`src/rtl/rv_pkg.sv`:
```
// ---------------------------------------------------------------------------
// rv_pkg: shared constants and types for the RISC-V fetch front end.
//   DEF_XLEN      : default datapath / address width
//   DEF_RESET_VEC : default PC value taken on reset
//   INSTR_BYTES   : size of one (uncompressed) instruction in bytes
//   npc_sel_e     : which source feeds the next PC on a given edge
// ---------------------------------------------------------------------------
package rv_pkg;

  localparam int          DEF_XLEN      = 32;
  localparam logic [31:0] DEF_RESET_VEC = 32'h0000_0000;
  localparam int          INSTR_BYTES   = 4;

  // Listed in priority order, highest first.
  typedef enum logic [2:0] {
    NPC_TRAP  = 3'd0,
    NPC_HOLD  = 3'd1,
    NPC_REDIR = 3'd2,
    NPC_RAS   = 3'd3,
    NPC_SEQ   = 3'd4
  } npc_sel_e;

endpackage

```
`src/rtl/pc_ras.sv`:
```
// ---------------------------------------------------------------------------
// pc_ras: circular return-address stack.
//   clk          in  : clock, rising edge
//   clr          in  : asynchronous active-high reset (pointer/count only)
//   push_i       in  : push push_data_i
//   pop_i        in  : pop the top entry; caller only asserts it when
//                      count_o != 0
//   push_data_i  in  : value to push
//   top_o        out : current top-of-stack entry (meaningless when empty)
//   count_o      out : number of valid entries, saturates at RAS_DEPTH
// push_i and pop_i together replace the top entry in place.
// ---------------------------------------------------------------------------
module pc_ras #(
  parameter int XLEN      = 32,
  parameter int RAS_DEPTH = 4,
  parameter int RAS_AW    = $clog2(RAS_DEPTH)
) (
  input  logic              clk,
  input  logic              clr,
  input  logic              push_i,
  input  logic              pop_i,
  input  logic [XLEN-1:0]   push_data_i,
  output logic [XLEN-1:0]   top_o,
  output logic [RAS_AW:0]   count_o
);

  // Entry storage carries no reset: contents are don't-care until pushed.
  logic [XLEN-1:0] mem_q [RAS_DEPTH];

  // ptr_q points at the next free slot; the top lives at ptr_q - 1.
  logic [RAS_AW-1:0] ptr_q, ptr_d;
  logic [RAS_AW:0]   count_q, count_d;
  logic [RAS_AW-1:0] top_idx;
  logic [RAS_AW-1:0] wr_idx;
  logic              wr_en;

  assign top_idx = ptr_q - RAS_AW'(1);

  always_comb begin
    ptr_d   = ptr_q;
    count_d = count_q;
    wr_en   = 1'b0;
    wr_idx  = ptr_q;
    unique case ({push_i, pop_i})
      2'b10: begin
        // When full, the write lands on the oldest entry because the
        // pointer has wrapped round to it; count just saturates.
        wr_en  = 1'b1;
        wr_idx = ptr_q;
        ptr_d  = ptr_q + RAS_AW'(1);
        if (count_q != (RAS_AW+1)'(RAS_DEPTH)) begin
          count_d = count_q + (RAS_AW+1)'(1);
        end
      end
      2'b01: begin
        ptr_d   = top_idx;
        count_d = count_q - (RAS_AW+1)'(1);
      end
      2'b11: begin
        wr_en  = 1'b1;
        wr_idx = top_idx;
      end
      default: begin
      end
    endcase
  end

  always_ff @(posedge clk or posedge clr) begin
    if (clr) begin
      ptr_q   <= '0;
      count_q <= '0;
    end else begin
      ptr_q   <= ptr_d;
      count_q <= count_d;
    end
  end

  always_ff @(posedge clk) begin
    if (wr_en) begin
      mem_q[wr_idx] <= push_data_i;
    end
  end

  assign top_o   = mem_q[top_idx];
  assign count_o = count_q;

endmodule

```
`src/rtl/pc_unit.sv`:
```
// ---------------------------------------------------------------------------
// pc_unit: program counter for the fetch stage.
//   clk            in  : clock, rising edge
//   clr            in  : asynchronous active-high reset
//   stall          in  : hold PC and RAS
//   trap_en        in  : take trap (highest priority, overrides stall)
//   trap_vec       in  : trap handler address
//   redir_en       in  : branch/jump taken
//   redir_tgt      in  : branch/jump target
//   call_en        in  : current fetch is a call, push pc_plus
//   ret_en         in  : current fetch is a return, pop RAS into pc
//   pc             out : current fetch address (registered)
//   pc_plus        out : pc + INC (combinational, wraps silently)
//   ras_count      out : valid RAS entries
//   misalign       out : one-cycle pulse, last loaded target had [1:0] != 0
//   ras_underflow  out : one-cycle pulse, return seen with an empty RAS
// ---------------------------------------------------------------------------
module pc_unit
  import rv_pkg::*;
#(
  parameter int              XLEN      = DEF_XLEN,
  parameter logic [XLEN-1:0] RESET_VEC = XLEN'(DEF_RESET_VEC),
  parameter int              INC       = INSTR_BYTES,
  parameter int              RAS_DEPTH = 4,
  parameter int              RAS_AW    = $clog2(RAS_DEPTH)
) (
  input  logic              clk,
  input  logic              clr,
  input  logic              stall,
  input  logic              trap_en,
  input  logic [XLEN-1:0]   trap_vec,
  input  logic              redir_en,
  input  logic [XLEN-1:0]   redir_tgt,
  input  logic              call_en,
  input  logic              ret_en,
  output logic [XLEN-1:0]   pc,
  output logic [XLEN-1:0]   pc_plus,
  output logic [RAS_AW:0]   ras_count,
  output logic              misalign,
  output logic              ras_underflow
);

  logic [XLEN-1:0] pc_q, pc_d;
  logic            misalign_q, misalign_d;
  logic            ras_underflow_q, ras_underflow_d;
  npc_sel_e        npc_sel;

  logic [XLEN-1:0] ras_top;
  logic [RAS_AW:0] ras_cnt;
  logic            ras_empty;
  logic            ctl_live;   // call/ret may act this cycle
  logic            ras_push;
  logic            ras_pop;

  assign pc_plus   = pc_q + XLEN'(INC);
  assign ras_empty = (ras_cnt == '0);

  // Trap and stall both freeze the RAS; otherwise call/ret act even when a
  // redirect owns the PC (JAL/JALR push, a return resolved in EX pops).
  assign ctl_live = !trap_en && !stall;
  assign ras_push = ctl_live && call_en;
  assign ras_pop  = ctl_live && ret_en && !ras_empty;

  always_comb begin
    npc_sel = NPC_SEQ;
    if (trap_en) begin
      npc_sel = NPC_TRAP;
    end else if (stall) begin
      npc_sel = NPC_HOLD;
    end else if (redir_en) begin
      npc_sel = NPC_REDIR;
    end else if (ret_en && !ras_empty) begin
      npc_sel = NPC_RAS;
    end
  end

  always_comb begin
    pc_d            = pc_plus;
    misalign_d      = 1'b0;
    ras_underflow_d = ctl_live && ret_en && ras_empty;
    unique case (npc_sel)
      NPC_TRAP: begin
        pc_d       = {trap_vec[XLEN-1:2], 2'b00};
        misalign_d = (trap_vec[1:0] != 2'b00);
      end
      NPC_HOLD:  pc_d = pc_q;
      NPC_REDIR: begin
        pc_d       = {redir_tgt[XLEN-1:2], 2'b00};
        misalign_d = (redir_tgt[1:0] != 2'b00);
      end
      NPC_RAS:   pc_d = ras_top;
      NPC_SEQ:   pc_d = pc_plus;
      default:   pc_d = pc_plus;
    endcase
  end

  always_ff @(posedge clk or posedge clr) begin
    if (clr) begin
      pc_q            <= RESET_VEC;
      misalign_q      <= 1'b0;
      ras_underflow_q <= 1'b0;
    end else begin
      pc_q            <= pc_d;
      misalign_q      <= misalign_d;
      ras_underflow_q <= ras_underflow_d;
    end
  end

  // pc_plus is always INC-aligned given an aligned pc, so RAS entries
  // never need masking.
  pc_ras #(
    .XLEN      (XLEN),
    .RAS_DEPTH (RAS_DEPTH),
    .RAS_AW    (RAS_AW)
  ) u_ras (
    .clk         (clk),
    .clr         (clr),
    .push_i      (ras_push),
    .pop_i       (ras_pop),
    .push_data_i (pc_plus),
    .top_o       (ras_top),
    .count_o     (ras_cnt)
  );

  assign pc            = pc_q;
  assign ras_count     = ras_cnt;
  assign misalign      = misalign_q;
  assign ras_underflow = ras_underflow_q;

endmodule

```
`config.mk`:
```
export PLATFORM = sky130hd
export DESIGN_NAME = pc_unit
export DESIGN_NICKNAME = d
export VERILOG_FILES = /design/src/rtl/rv_pkg.sv /design/src/rtl/pc_ras.sv /design/src/rtl/pc_unit.sv
export SDC_FILE = /design/constraint.sdc
export NUM_CORES = 1
export LEC_CHECK = 0
export CAP_MARGIN = 20
export CORE_AREA = 2 2 179 181
export DETAILED_ROUTE_END_ITERATION = 12
export DIE_AREA = 0 0 181 183
export GPL_ROUTABILITY_DRIVEN = 0
export PLACE_DENSITY = 0.45
export SLEW_MARGIN = 25
export SYNTH_ARGS = -nofsm -noshare
export SYNTH_HDL_FRONTEND = slang
export SYNTH_HIERARCHICAL = 1
export SYNTH_SLANG_ARGS = --single-unit
export TNS_END_PERCENT = 5
```
`constraint.sdc`:
```
create_clock -name clk -period 6.8 [get_ports clk]
set_input_delay 1.02 -clock clk [delete_from_list [all_inputs] [get_ports clk]]
set_output_delay 1.02 -clock clk [all_outputs]
set_load 0.01 [all_outputs]
```
## After elaboration in Yosys (flattened, before gate mapping)

Memories as Yosys holds them, arrays and structs flattened.
Index checks and enable logic that the tools add are counted.

- Memories kept: 1
- Output and inout bits: 69
- Input bits: 71
- Bits in writable memories: 128
- Logic and storage cells: 48
- Register bits after elaboration: 39

- Eq/ne operators: 8
- Multiplexer cells: 13
- Reductions and logical operators: 16
- Add/subtract/negate cells: 5

Memory list:

| name | depth | width | rd ports | clocked after Yosys merged registers in | write ports | line | text |
|---|---|---|---|---|---|---|---|
| u_ras.mem_q | 4 | 32 | 1 | 0 | 1 | pc_ras.sv:28 | `logic [XLEN-1:0] mem_q [RAS_DEPTH];` |

Operators by type and width:

| kind | number |
|---|---|
| case mux 32 bit (4 select lines) | 1 |
| adder 32 x 3 -> 32 bit (second input constant) | 1 |
| two-way mux 3 bit | 5 |
| equality test 3 x 2 -> 1 bit (second input constant) | 2 |
| logical AND 1 bit | 6 |
| zero test 3 bit | 2 |
| case mux 3 bit (2 select lines) | 1 |
| nonzero test 2 bit | 3 |
| equality test 2 bit (second input constant) | 2 |
| case mux 2 bit (2 select lines) | 1 |
| adder 3 x 1 -> 3 bit (second input constant) | 1 |
| equality test 3 x 1 -> 1 bit (second input constant) | 1 |
| zero test 1 bit | 3 |
| two-way mux 1 bit | 3 |
| != test 3 bit (second input constant) | 1 |
| subtractor 3 x 1 -> 3 bit (second input constant) | 1 |
| adder 2 x 1 -> 2 bit (second input constant) | 1 |
| equality test 2 x 1 -> 1 bit (second input constant) | 1 |
| two-way mux 2 bit | 1 |
| != test 2 x 1 -> 1 bit (second input constant) | 1 |
| case mux 1 bit (2 select lines) | 1 |
| AND reduction 2 bit | 1 |
| OR reduction 2 bit | 1 |
| subtractor 2 x 1 -> 2 bit (second input constant) | 1 |

## Logic depth before layout (Yosys ltp)

- Depth after elaboration: 9
- Gate-level depth with buffers: 12
- Depth with buffers taken out: 10

## Hierarchy

The synthesis kept the hierarchy.

By module, submodules not included:

| module | times used | area each (µm²) | seq. area each (µm²) | cells an instance |
|---|---|---|---|---|
| pc_ras | 1 | 5069.9 | 3968.8 | 214 |
| pc_unit | 1 | 2666.3 | 850.8 | 303 |

## Worst setup path after synthesis

Ideal clock, no wire load.

- Path type: input to register
- From: input port stall
- To: memory u_ras.mem_q[0][0] (enable)
- Data required time: 6.289 ns
- Setup time: 0.511 ns
- Arrival time: 5.484 ns
- Buffers on the path: 2
- Slack: 0.806 ns
- Cell stages on the path: 7
- Path through: buf_2 nor2_2 and3_1 clkbuf_1 ha_1 xor2_1 o41ai_1

- Word-level cells in the longest chain between the ends: 9
- Elaborated cells between the ends (all ways): 12
- Classes of those cells: 2 x eq/ne; 4 x mux; 6 x reduce/logical

Ends and longest elaborated chain:

| element | line | text |
|---|---|---|
| start: declaration | pc_unit.sv:29 | `input logic stall,` |
| zero test 1 bit * | pc_unit.sv:60 | `assign ctl_live = !trap_en && !stall;` |
| logical AND 1 bit * | pc_unit.sv:60 |  |
| logical AND 1 bit * (2 in a row) | pc_unit.sv:62 | `assign ras_pop = ctl_live && ret_en && !ras_empty;` |
| named net ras_pop | pc_unit.sv:53 | `logic ras_pop;` |
| equality test 2 bit | pc_ras.sv:44 | `unique case ({push_i, pop_i})` |
| OR reduction 2 bit (no line) | - |  |
| two-way mux 1 bit | pc_ras.sv:44 |  |
| two-way mux 1 bit | pc_ras.sv:79 | `if (wr_en) begin` |
| two-way mux 1 bit (not written as such) | pc_ras.sv:80 | `mem_q[wr_idx] <= push_data_i;` |
| end: declaration | pc_ras.sv:28 |  |

The timed path passes the listed nets; every way through them passes the cells marked *.

## Worst setup path after layout

- From: register pc_q[2], in the netlist pc[2]
- To: output port pc_plus[28]

- Word-level cells in the longest chain between the ends: 1

Ends and longest elaborated chain:

| element | line | text |
|---|---|---|
| start: declaration | pc_unit.sv:43 | `logic [XLEN-1:0] pc_q, pc_d;` |
| start signal: assignment | pc_unit.sv:103 | `pc_q <= pc_d;` |
| adder 32 x 3 -> 32 bit | pc_unit.sv:55 | `assign pc_plus = pc_q + XLEN'(INC);` |
| end: declaration | pc_unit.sv:37 | `output logic [XLEN-1:0] pc_plus,` |

No other way between the ends.

==> metrics.cfg <==
[die]
die_w_um = 181
coreArea_um2 = 31200
start_util_pct = 24.8
dieHeight_um = 183
die-area_um2 = 33100
num_rows = 65
top_level_ports = 140

[worst_hold_path]
min_path_type = flip-flop to flip-flop
worstHoldStart = u_ras/count_o[2]
hold_depth = 1
hold-path-endpoint = u_ras/count_o[2]

[drt]
wl_met2_mm = 11.3
wirelength_mm = 22.8
drt-met1-wl_mm = 10.2
drt_iter0_drc = 362
routedWlPerCell_um = 21.4
drc = 0
via_count = 5129
postRouteAntennaNets = 0
met3WireLength_mm = 1.03
vias_per_cell = 4.82
drt_pre_antenna_iters = 4
highest_layer = met4

[timing]
post-route-min-period_ps = 4660
fmax_mhz = 215
finalClockSkew_ps = 5.94
final-hold-violation-count = 0
setup_viol = 0
rsz0062_at_grt = false
finalMaxSlewViolations = 0
slew-limit-headroom_pct = 39.7
setup_tns_ps = 0
final.setup.worst_slack_ps = 2140
worstMarginPinSlew_ps = 896
period_share_pct = 68.5

[logic_synthesis]
synthFlopType = edfxtp_1
synthCells = 517
synth_edf_count = 128
yosysTopAreaCellShare_pct = 49.7
syn_nets = 595
synth_seq_cells = 167
synthArstFlopShare_pct = 23.4
post-synth-top-area-cell = edfxtp_1
syn_area_um2 = 7740
syn_area_per_cell_um2 = 15.0
ys_types = 53
synth_warnings = 6
synth.top_cells.by_area = edfxtp_1 50%, dfrtp_1 13%, mux4_2 9.3%, a221o_1 2.7%, xnor2_1 2.6%
synth_common_cells = 128 x edfxtp_1, 43 x nor2_1, 39 x dfrtp_1
seq_area_frac_synth_pct = 62.3
synth.most_common_cell = edfxtp_1

[grt]
grt_max_degree = 66
first_global_vias = 5420
grt_pass1_wl_mm = 34.4
grt_overflow_total = 0
antenna_found_initial = 0
grt_usage_pct = 14.0

[clock_network]
worstSkewPairLatency_ps = 420
htreeDepth = 4
cts_setup_buffers = 0
clk_pin_slew_worst_paths_ps = 60
numClockSinks = 167
cts_hold_buf = 0
numCtsBuffers = 17
ctsLongestPathBuffers = 2
cts_tree = done
cts-root-buf = clkbuf_16
ctsResizeCount = 0

[finish]
design_area_um2 = 10100
area_growth_pct = 30.1
final_nets = 728
n_fill_cell = 3088
drive_gt1_share_pct = 17.5
insertedDiodeCount = 0

[power]
powerDensity_nw_per_um2 = 303
p_leak_uw = 0.00340
peakVddDrop_v = 0.000142

[placement]
place.port_buffers = 139
dp_hpwl_mm = 15.6
place_area_um2 = 9500
dp_slack_ps = 2310

[worst_setup_path]
start_kind = flip-flop
cp.required_ps = 5780
crit_start = pc[2]
r2r_slack_ps = 3570
worst_r2r_path_depth = 9
crit_arrival_ps = 3640
worstPathMaxFanout = 6
r2r_start = u_ras/count_o[1]
worstReg2RegEnd = u_ras/mem_q[1][13]
crit_type = flip-flop to primary output
end_kind = primary output

[status]
status = finished clean

[job]
max_cap_viol_count = 0

[per-stage QoR]
| stage | total power [µW] | utilization (%) | hold slack, ps | instances |
|---|---|---|---|---|
| after floorplan | 1860 | - | 537 | 517 |
| after global placement | 2160 | 30.4 | 549 | 1033 |
| after detailed placement | 2170 | 30.4 | 542 | 1033 |
| after CTS | 3090 | 32.2 | 555 | 1065 |
| after global routing | 3190 | 32.2 | 598 | 1065 |
| final | 3050 | 32.2 | 549 | 1065 |
[state kept, by name (all words and copies together), names as in the netlist]
register	cells
misalign	1
pc	32
ras_underflow	1
u_ras/count_o	3
u_ras/mem_q	128
u_ras/ptr_q	2
[cell type report]
class                      count  area, µm²  share of cell area, %
clock inverter                12        101                   1.01
inverter                       9       33.8                  0.336
sequential                   167       4820                   47.9
clock buffer                  20        457                   4.54
tap                          402        503                   5.00
multi-input combinational    304       2670                   26.5
timing repair buffer         151       1480                   14.7
[cell usage in the layout, fill, tap and decap left out, types with 3 or more instances in the layout]
master,instances
a21oi_1,8
a221o_1,21
a221oi_1,6
a22oi_1,24
a31o_2,21
buf_4,12
clkbuf_16,17
clkdlybuf4s50_1,138
clkinv_2,4
clkinvlp_4,4
dfrtp_1,37
edfxtp_1,128
ha_1,7
inv_1,9
mux4_2,32
nand2_1,23
nand2b_1,3
nand3_1,14
nand4_1,8
nor2_1,42
nor2b_1,4
nor3_1,7
nor4_1,3
o21ai_0,10
xnor2_1,23
xor2_1,11
[routing by layer]
metal / track usage (%) / vias up
li1: - / 2323
met3: 2.76 / 17
met4: 3.58 / 0
met1: 18.5 / 2635
met2: 23.9 / 154
met5: 0 / -
[critical path, cell delays in order, from the launching register on]
cell and delay [ps]:
dfrtp_1 430, ha_1 240, nand3_1 330, nor4_1 880, nand4_1 210, xnor2_1 490, clkdlybuf4s50_1 650
[worst max-delay path by stage]
stage                              to
floorplan           u_ras/mem_q[0][0]
CTS                       pc_plus[28]
detailed placement  u_ras/mem_q[2][0]
global placement    u_ras/mem_q[2][0]
finish                    pc_plus[28]
global route              pc_plus[30]
[cells by family after synthesis]
| group | Yosys count | synth area share (%) |
|---|---|---|
| flip-flops | 167 | 62.3 |
| AND/OR/NAND/NOR | 127 | 8.80 |
| AO/OA/AOI/OAI | 103 | 10.6 |
| buffers and inverters | 46 | 3.82 |
| XOR/XNOR | 34 | 3.85 |
| multiplexers | 33 | 9.46 |
| adder cells (fa/ha/maj) | 7 | 1.13 |
[where the power goes]
part	leakage [µW]	switching [µW]	total, µW	internal, µW
clock	0.000266	393	915	522
combinational	0.00149	336	748	412
sequential	0.00164	166	1380	1220
total	0.00340	895	3050	2150
Power figures use the tool's default switching activity.
